[src/rtl/rv32i_alu_arbiter.sv]
// Two-port arbiter sharing one RV32I ALU.
// One op in flight; result registered and returned to its owner.
module rv32i_alu (
  input  logic [31:0] a_i,
  input  logic [31:0] b_i,
  input  logic [3:0]  op_i,
  output logic [31:0] res_o
);

  logic [4:0] sh;
  assign sh = b_i[4:0];

  always_comb begin
    res_o = '0;
    unique case (op_i)
      4'b0000: res_o = a_i + b_i;
      4'b0001: res_o = a_i - b_i;
      4'b0010: res_o = a_i & b_i;
      4'b0011: res_o = a_i | b_i;
      4'b0100: res_o = a_i ^ b_i;
      4'b0101: res_o = a_i << sh;
      4'b0110: res_o = a_i >> sh;
      4'b0111: res_o = $unsigned($signed(a_i) >>> sh);
      4'b1000: res_o = {31'd0, $signed(a_i) < $signed(b_i)};
      4'b1001: res_o = {31'd0, a_i < b_i};
      default: res_o = '0;
    endcase
  end

endmodule

module rv32i_alu_arbiter #(
  parameter int unsigned PRIO_MODE = 0,
  parameter int unsigned CNT_W     = 16
) (
  input  logic             clk,
  input  logic             rst_n,
  input  logic             req0_valid,
  output logic             req0_ready,
  input  logic [31:0]      req0_a,
  input  logic [31:0]      req0_b,
  input  logic [3:0]       req0_op,
  input  logic             req1_valid,
  output logic             req1_ready,
  input  logic [31:0]      req1_a,
  input  logic [31:0]      req1_b,
  input  logic [3:0]       req1_op,
  output logic             rsp0_valid,
  input  logic             rsp0_ready,
  output logic [31:0]      rsp0_result,
  output logic             rsp0_zero,
  output logic             rsp1_valid,
  input  logic             rsp1_ready,
  output logic [31:0]      rsp1_result,
  output logic             rsp1_zero,
  output logic             busy,
  output logic [CNT_W-1:0] cnt0,
  output logic [CNT_W-1:0] cnt1
);

  typedef enum logic {IDLE, HOLD} state_e;

  state_e           state_q, state_d;
  logic             owner_q, owner_d;
  logic [31:0]      res_q, res_d;
  logic             zero_q, zero_d;
  logic             pref_q, pref_d;
  logic [CNT_W-1:0] cnt0_q, cnt0_d;
  logic [CNT_W-1:0] cnt1_q, cnt1_d;

  logic        done, free;
  logic        gnt0, gnt1, hs;
  logic [31:0] alu_a, alu_b, alu_res;
  logic [3:0]  alu_op;

  // done: owner consumes the held response this cycle
  assign done = (state_q == HOLD) &&
                (owner_q ? rsp1_ready : rsp0_ready);
  assign free = rst_n && ((state_q == IDLE) || done);

  always_comb begin
    gnt0 = 1'b0;
    gnt1 = 1'b0;
    if (free) begin
      unique case (1'b1)
        req0_valid && req1_valid: begin
          if (PRIO_MODE != 0 || !pref_q) gnt0 = 1'b1;
          else                           gnt1 = 1'b1;
        end
        req0_valid && !req1_valid: gnt0 = 1'b1;
        req1_valid && !req0_valid: gnt1 = 1'b1;
        default: ;
      endcase
    end
  end

  assign hs     = gnt0 | gnt1;
  assign alu_a  = gnt1 ? req1_a  : req0_a;
  assign alu_b  = gnt1 ? req1_b  : req0_b;
  assign alu_op = gnt1 ? req1_op : req0_op;

  rv32i_alu u_alu (
    .a_i  (alu_a),
    .b_i  (alu_b),
    .op_i (alu_op),
    .res_o(alu_res)
  );

  always_comb begin
    state_d = state_q;
    owner_d = owner_q;
    res_d   = res_q;
    zero_d  = zero_q;
    pref_d  = pref_q;
    cnt0_d  = cnt0_q;
    cnt1_d  = cnt1_q;
    if (done) begin
      state_d = IDLE;
      if (!owner_q && cnt0_q != '1)
        cnt0_d = cnt0_q + CNT_W'(1);
      if (owner_q && cnt1_q != '1)
        cnt1_d = cnt1_q + CNT_W'(1);
    end
    if (hs) begin
      state_d = HOLD;
      owner_d = gnt1;
      res_d   = alu_res;
      zero_d  = (alu_res == '0);
      pref_d  = ~gnt1;
    end
  end

  always_ff @(posedge clk or negedge rst_n) begin
    if (!rst_n) begin
      state_q <= IDLE;
      owner_q <= 1'b0;
      res_q   <= '0;
      zero_q  <= 1'b0;
      pref_q  <= 1'b0;
      cnt0_q  <= '0;
      cnt1_q  <= '0;
    end else begin
      state_q <= state_d;
      owner_q <= owner_d;
      res_q   <= res_d;
      zero_q  <= zero_d;
      pref_q  <= pref_d;
      cnt0_q  <= cnt0_d;
      cnt1_q  <= cnt1_d;
    end
  end

  assign req0_ready  = gnt0;
  assign req1_ready  = gnt1;
  assign busy        = (state_q == HOLD);
  assign rsp0_valid  = busy && !owner_q;
  assign rsp1_valid  = busy && owner_q;
  assign rsp0_result = res_q;
  assign rsp1_result = res_q;
  assign rsp0_zero   = zero_q;
  assign rsp1_zero   = zero_q;
  assign cnt0        = cnt0_q;
  assign cnt1        = cnt1_q;

endmodule

[config.mk]
export PLATFORM = sky130hd
export DESIGN_NAME = rv32i_alu_arbiter
export DESIGN_NICKNAME = d
export VERILOG_FILES = /design/src/rtl/rv32i_alu_arbiter.sv
export SDC_FILE = /design/constraint.sdc
export NUM_CORES = 1
export LEC_CHECK = 0
export CORE_MARGIN = 2
export CORE_UTILIZATION = 35
export DETAILED_ROUTE_END_ITERATION = 12
export HOLD_SLACK_MARGIN = 0.15
export PLACE_DENSITY = 0.6
export SKIP_LAST_GASP = 1
export SLEW_MARGIN = 20
export SYNTH_ARGS = -nofsm -noshare
export SYNTH_HDL_FRONTEND = slang
export SYNTH_SLANG_ARGS = --single-unit
[constraint.sdc]
create_clock -name clk -period 7.61 [get_ports clk]
set_input_delay 1.522 -clock clk [delete_from_list [all_inputs] [get_ports clk]]
set_output_delay 1.522 -clock clk [all_outputs]
set_load 0.005 [all_outputs]
==> flow_metrics.tcl, run 1 <==
set metrics [dict create \
    cp_slowest_cell "sky130_fd_sc_hd__a2111oi_0" \
    route.vias.total 19600 \
    grt_antenna_before_repair 2 \
    path_buf_inv 6 \
    grt_setup_unrepaired "no" \
    run_status "finished, final reports clean" \
    powerDensity_mw_per_mm2 191 \
    route.detailed.drc 0 \
    max_freq_ghz 0.139 \
    yosys.area_share.simple_pct 23.0 \
    clock_latency_ns 0.35 \
    clkTransAtPathRegs_ns 0.06 \
    hold_start "cnt0[15]$_DFFE_PN0P_" \
    cts-hold-fix-buffers 0 \
    critPathMaxFanout 46 \
    synth_compound_area_share_pct 24.2 \
    cp-startpoint "rsp0_ready" \
    path_cells "clkdlybuf4s50_1 -> mux2_4 -> o211ai_4 -> inv_6 -> buf_12 -> nand2_1 -> nand2_1 -> ha_1 -> nor3b_1 -> o31ai_1 -> a2111oi_0 -> buf_4 -> nor4_1 -> a221oi_1 -> buf_4 -> a21oi_1 -> o21ai_0 -> a21oi_1 -> a2111oi_0 -> buf_4 -> nand4_1 -> o31ai_1" \
    skew_ns 0.0144 \
    synth_cells 2270 \
    cts-resized-gates 0 \
    drive_above_1_share_pct 13.0 \
    seq_area_frac_synth_pct 10.1 \
    core_mm2 0.0477 \
    detail_route.iter0.violations 2306 \
    syn-mean-instance-area_um2 7.45 \
    synth_xor_area_share_pct 2.43 \
    postSynthRegisterBits 68 \
    period_needed_ns 7.18 \
    combined_global_route_utilization_of_all_metal_layers_pct 35.2 \
    cpLargestDelayFamily "compound AO/OA/AOI/OAI gates" \
    static-leakage-power_nw 8.43 \
    grt_pass1_wl_um 130000 \
    wl_per_cell_um 30.2 \
    worst_ep_required_time_ns 7.86 \
    chipHeight_um 224 \
    clock_tree_from_tritoncts "done" \
    ctsRootBufferMaster "sky130_fd_sc_hd__clkbuf_16" \
    ant_nets 0 \
    per_cell_via_count_in_the_routed_design 6.47 \
    synth-main-ff-cell "sky130_fd_sc_hd__dfrtp_1" \
    place.port_buffers 244 \
    critPathLaunchType "input pin" \
    max-clock-path-buffers 2 \
    grt_remaining_overflow 0 \
    netlist.area_leader.share_pct 10.5 \
    antennaDiodeCount 0 \
    post-cts-setup-buffers 0 \
    synthesis.area_mm2 0.0169 \
    synth_fp_nets 2513 \
    design.die.area_mm2 0.0501 \
    cp.arrival_ns 7.43 \
    synth_edf_count 0 \
    final-setup-viol-count 0 \
    proportion_of_synthesized_area_in_mux_cells_pct 23.6 \
    grt_pass1_vias 18300 \
    netlist-cell-type-count 88 \
    dp_hpwl_um 73000 \
    worst_setup_path_end_kind "flop" \
    largest_net_degree_at_the_start_of_global_routing 79 \
    tritoncts.num_buffers 9 \
    fin_worst_hold_slack_ns 0.495 \
    maxSlewHeadroom_pct 27.8 \
    worst_path_largest_cell_delay_ns 0.79 \
    final_clock_period_utilization_by_the_worst_path_pct 94.4 \
    post_synth_main_area_contributors "sky130_fd_sc_hd__mux4_2, sky130_fd_sc_hd__dfrtp_1, sky130_fd_sc_hd__nand2_1, sky130_fd_sc_hd__ha_1, sky130_fd_sc_hd__mux2i_1" \
    nets 2653 \
    synth.yosys.warnings 0 \
    synth_fa_ha_area_share_pct 7.56 \
    start_util_pct 35.4 \
    fin_setup_tns_ns 0 \
    largest_area_contributor_in_the_netlist "sky130_fd_sc_hd__mux4_2" \
    clock_sink_count 68 \
    rr_startpoint "owner_q$_DFFE_PN0P_" \
    cts_max_level 3 \
    synthToLayoutAreaGrowth_pct 19.1 \
    rows 80 \
    die_width_um 224 \
    slew_violations 0 \
    async_flop_share_pct 100 \
    worstSetupPathType "input pin to flop" \
    worst_hold_path_type "flop to flop" \
    worst_slew_pin_slew_ns 1.08 \
    drt_pre_antenna_iters 8 \
    drt-total-wl_um 91500 \
    peakVddDrop_mv 0.127 \
    synth_top_family_by_area "compound AO/OA/AOI/OAI gates" \
    drv.max_cap_violation_count 0 \
    path_common_cell "sky130_fd_sc_hd__buf_4" \
    pin_count 245 \
    timing.final.hold_violations 0 \
    gp_routability_congestion 1.06 \
]
[cell usage after synthesis, drive strengths merged, types with 68 or more instances]
library cell	number
mux2i	123
mux4	79
nor2	191
a21oi	128
ha	99
inv	116
mux2	86
clkbuf	91
dfrtp	68
nand2	355
buf	120
o21ai	110
[stage by stage]
step                      instance area, µm²  power [mW]  setup slack (ns)  util [%]  instances
after floorplan                        16900        2.16             0.623         -       2270
after global placement                 19800        3.33             0.133      41.5       3014
after detailed placement               19800        3.33             0.230      41.5       3014
after CTS                              20100        3.79             0.570      42.2       3030
after global routing                   20100        4.04             0.119      42.2       3030
final                                  20100        3.84             0.429      42.2       3030
[worst paths after layout]
check | to | slack (ns) | cells after the start
setup / recovery | rsp0_zero$_DFFE_PN0P_ | 0.43 | 22
min in group asynchronous | cnt1[14]$_DFFE_PN0P_ | 1.42 | 2
max in group asynchronous | rsp0_result[6]$_DFFE_PN0P_ | 5.60 | 2
hold / removal | cnt0[15]$_DFFE_PN0P_ | 0.50 | 1
hold reg to reg | cnt0[15]$_DFFE_PN0P_ | 0.50 | 1
setup reg to reg | rsp0_zero$_DFFE_PN0P_ | 1.59 | 21
[flip-flops by register name (all words and copies together) (netlist names)]
name and count:
rsp0_zero 1, busy 1, cnt0 16, owner_q 1
rsp0_result 32, pref_q 1, cnt1 16
[cell usage in the layout, fill, tap and decap left out, types with 27 or more instances in the layout]
cell	netlist	final
sky130_fd_sc_hd__nand2_1	355	355
sky130_fd_sc_hd__clkdlybuf4s50_1	0	239
sky130_fd_sc_hd__nor2_1	191	191
sky130_fd_sc_hd__a21oi_1	128	128
sky130_fd_sc_hd__mux2i_1	123	120
sky130_fd_sc_hd__inv_1	113	113
sky130_fd_sc_hd__o21ai_0	107	107
sky130_fd_sc_hd__ha_1	99	99
sky130_fd_sc_hd__buf_4	53	93
sky130_fd_sc_hd__mux2_2	81	81
sky130_fd_sc_hd__mux4_2	79	79
sky130_fd_sc_hd__dfrtp_1	68	68
sky130_fd_sc_hd__nand3_1	64	64
sky130_fd_sc_hd__a211oi_1	41	41
sky130_fd_sc_hd__nor3_1	40	40
sky130_fd_sc_hd__xnor2_1	36	36
sky130_fd_sc_hd__nor4_1	28	28
sky130_fd_sc_hd__o211ai_1	27	27
sky130_fd_sc_hd__a31oi_1	27	27
[cell type report]
class                           count  area, µm²
Fill cell                        5003      27600
Multi-Input combinational cell   1874      13700
Timing Repair Buffer              340       3220
Sequential cell                    68       1700
Tap cell                          615        769
Inverter                          117        444
Clock buffer                        9        225
Clock inverter                      7       80.1
[report_power, final]
group	total [mW]	internal (mW)	switching [mW]
sequential	0.559	0.462	0.0964
combinational	2.84	1.15	1.69
clock	0.435	0.258	0.177
total	3.84	1.87	1.96
[cells by family after synthesis]
logic type      after synthesis
mux                         288
flops                        68
compound gates              591
simple gates                847
xor+xnor                     47
buf+inv                     328
fa+ha+maj                   101
[worst register-to-register path, delay by kind of cell, from the launching register on]
| kind | cells | cell delay, ns |
|---|---|---|
| AO/OA/AOI/OAI | 9 | 2.95 |
| buffers and inverters | 5 | 1.19 |
| AND/OR/NAND/NOR | 5 | 0.68 |
| flip-flops | 1 | 0.40 |
| adder cells (fa/ha/maj) | 1 | 0.37 |
| multiplexers | 1 | 0.33 |
[routing by layer]
layer | global-route usage, % | vias up | share of wire, %
li1 | - | 8653 | -
met1 | 47.8 | 9621 | 42
met2 | 57.0 | 1139 | 45
met3 | 4.37 | 184 | 8.0
met4 | 13.4 | 4 | 4.4
met5 | 0 | - | 0.035
(Power assumes the default switching activity.)
==> run 2: changes to the inputs <==
- CTS_BUF_LIST: not set -> sky130_fd_sc_hd__clkbuf_4
- PLACE_DENSITY: 0.6 -> 0.63
- SLEW_MARGIN: 20 -> not set
- clock period: 7.61 -> 6.3 ns (I/O delays scaled with it)
==> flow_metrics.tcl, run 2 (same netlist as run 1, synthesis figures left out) <==
set metrics [dict create \
    gr-usage-met3_pct 5.51 \
    drive_above_1_share_pct 26.0 \
    start_util_pct 35.4 \
    worst_ep_required_time_ns 6.64 \
    grt_remaining_overflow 0 \
    worst_setup_path_end_kind "flop" \
    grt_pass1_vias 20300 \
    static-leakage-power_nw 10.3 \
    clock_tree_from_tritoncts "done" \
    fin_ws_ns 0.103 \
    slew_violations 0 \
    nets 3045 \
    detail_route.iter0.violations 2364 \
    largest_register_ffs 32 \
    ctsRootBufferMaster "sky130_fd_sc_hd__clkbuf_4" \
    placedInstanceArea_mm2 0.0228 \
    worstSetupPathType "input pin to flop" \
    gp_routability_congestion 1.09 \
    peakVddDrop_mv 0.0936 \
    met1_usage_grt_pct 48.8 \
    core_mm2 0.0477 \
    wl_per_cell_um 27.4 \
    design.die.area_mm2 0.0501 \
    max_freq_ghz 0.161 \
    fin_worst_hold_slack_ns 0.500 \
    place.port_buffers 244 \
    layout.cells.most_common "sky130_fd_sc_hd__buf_4" \
    combined_global_route_utilization_of_all_metal_layers_pct 36.5 \
    worst_slew_pin_slew_ns 1.16 \
    clock_sink_count 68 \
    rows 80 \
    route.vias.total 21300 \
    placement.setup.worst_slack_ns -0.482 \
    grt_pass1_wl_um 137000 \
    cp.arrival_ns 6.53 \
    grt_antenna_before_repair 4 \
    max-clock-path-buffers 2 \
    final_area_mm2 0.0231 \
    total_power_mw 5.14 \
    run_status "finished, final reports clean" \
    final-setup-viol-count 0 \
    timing.final.hold_violations 0 \
    period_needed_ns 6.20 \
    per_cell_via_count_in_the_routed_design 6.22 \
    maxSlewHeadroom_pct 21.8 \
    grt_busiest_layer "met2" \
    route.detailed.drc 0 \
    drv.max_cap_violation_count 0 \
    clock_latency_ns 0.44 \
    gr-usage-met2_pct 58.8 \
    powerDensity_mw_per_mm2 222 \
    die_width_um 224 \
    dp_hpwl_um 77200 \
    clkTransAtPathRegs_ns 0.13 \
    synthToLayoutAreaGrowth_pct 36.7 \
    antennaDiodeCount 0 \
    critPathMaxFanout 43 \
    most_used_cells_in_the_layout_excluding_fill_and_tap_cells "sky130_fd_sc_hd__buf_4, sky130_fd_sc_hd__nand2_1, sky130_fd_sc_hd__clkdlybuf4s50_1" \
    grt_setup_unrepaired "yes" \
    largest_net_degree_at_the_start_of_global_routing 72 \
    ant_nets 0 \
    critPathLaunchType "input pin" \
    cts_max_level 3 \
    skew_ns 0.0176 \
    drt-total-wl_um 93800 \
    worst_hold_path_type "flop to flop" \
    pin_count 245 \
    chipHeight_um 224 \
    drt_pre_antenna_iters 6 \
    tritoncts.num_buffers 9 \
    final_clock_period_utilization_by_the_worst_path_pct 98.4 \
]
-- run 2: changes by cell type in the layout (fill, tap and decap cells not counted), sizes merged --
cell / delta
buf: +392
clkinv: +4
clkinvlp: -2
inv: -2
-- run 2: critical path, stage by stage --
cell and delay (ns):
sky130_fd_sc_hd__clkdlybuf4s50_1 0.43, sky130_fd_sc_hd__mux2_4 0.30, sky130_fd_sc_hd__o211ai_4 0.30, sky130_fd_sc_hd__buf_12 0.17, sky130_fd_sc_hd__inv_6 0.08, sky130_fd_sc_hd__buf_4 0.22
sky130_fd_sc_hd__buf_12 0.19, sky130_fd_sc_hd__nand2_1 0.09, sky130_fd_sc_hd__nand2_1 0.21, sky130_fd_sc_hd__ha_1 0.47, sky130_fd_sc_hd__buf_4 0.19, sky130_fd_sc_hd__nor2b_1 0.06
sky130_fd_sc_hd__nor2_1 0.11, sky130_fd_sc_hd__o31ai_2 0.11, sky130_fd_sc_hd__a21oi_1 0.21, sky130_fd_sc_hd__mux2_2 0.36, sky130_fd_sc_hd__a221oi_1 0.36, sky130_fd_sc_hd__nand4_1 0.17
sky130_fd_sc_hd__a221o_1 0.31, sky130_fd_sc_hd__nor3_1 0.26, sky130_fd_sc_hd__and4_1 0.25, sky130_fd_sc_hd__nand4_1 0.11, sky130_fd_sc_hd__o31ai_1 0.26
-- run 2: final cells by class --
| cell class | instances | area, µm² |
|---|---|---|
| multi-input cells | 1874 | 13800 |
| clock inverters | 7 | 75.1 |
| well taps | 615 | 769 |
| clock buffers | 9 | 67.6 |
| inverters | 117 | 444 |
| repair buffers | 732 | 6240 |
| fillers | 4790 | 24600 |
| flip-flops and latches | 68 | 1700 |
-- run 2: stage by stage --
stage               TNS, ns  instances  utilization [%]
floorplan                 0       2270                -
global placement     -0.421       3406             47.8
detailed placement   -0.835       3406             47.8
CTS                       0       3422             48.2
global route        -0.0195       3422             48.4
finish                    0       3422             48.4
-- run 2: timing repair --
item | in CTS | in global routing
pin swaps | 0 | 2
hold buffers | 0 | 0
resized for setup | 1 | 28
setup endpoints to repair | 1 | 3
setup buffers | 0 | 0
-- run 2: path summary, 6_finish.rpt --
kind	from	end	slack [ns]	cells after the start
max	rsp0_ready	rsp0_zero$_DFFE_PN0P_	0.10	23
min	cnt1[10]$_DFFE_PN0P_	cnt1[10]$_DFFE_PN0P_	0.50	1
max reg2reg	owner_q$_DFFE_PN0P_	rsp0_zero$_DFFE_PN0P_	0.90	22
min reg2reg	cnt1[10]$_DFFE_PN0P_	cnt1[10]$_DFFE_PN0P_	0.50	1
max in group asynchronous	rst_n	rsp0_result[11]$_DFFE_PN0P_	4.71	2
min in group asynchronous	rst_n	cnt0[15]$_DFFE_PN0P_	1.03	2
-- run 2: where the power goes --
part | internal (mW) | switching [mW]
combinational | 1.94 | 2.23
sequential | 0.557 | 0.118
clock | 0.124 | 0.172
total | 2.63 | 2.52
-- run 2: metal layers --
layer  wire [µm]  up-vias
met2       42000     1359
met5          33        -
met4        4550        6
li1            -     9439
met1       38800    10300
met3        8440      220
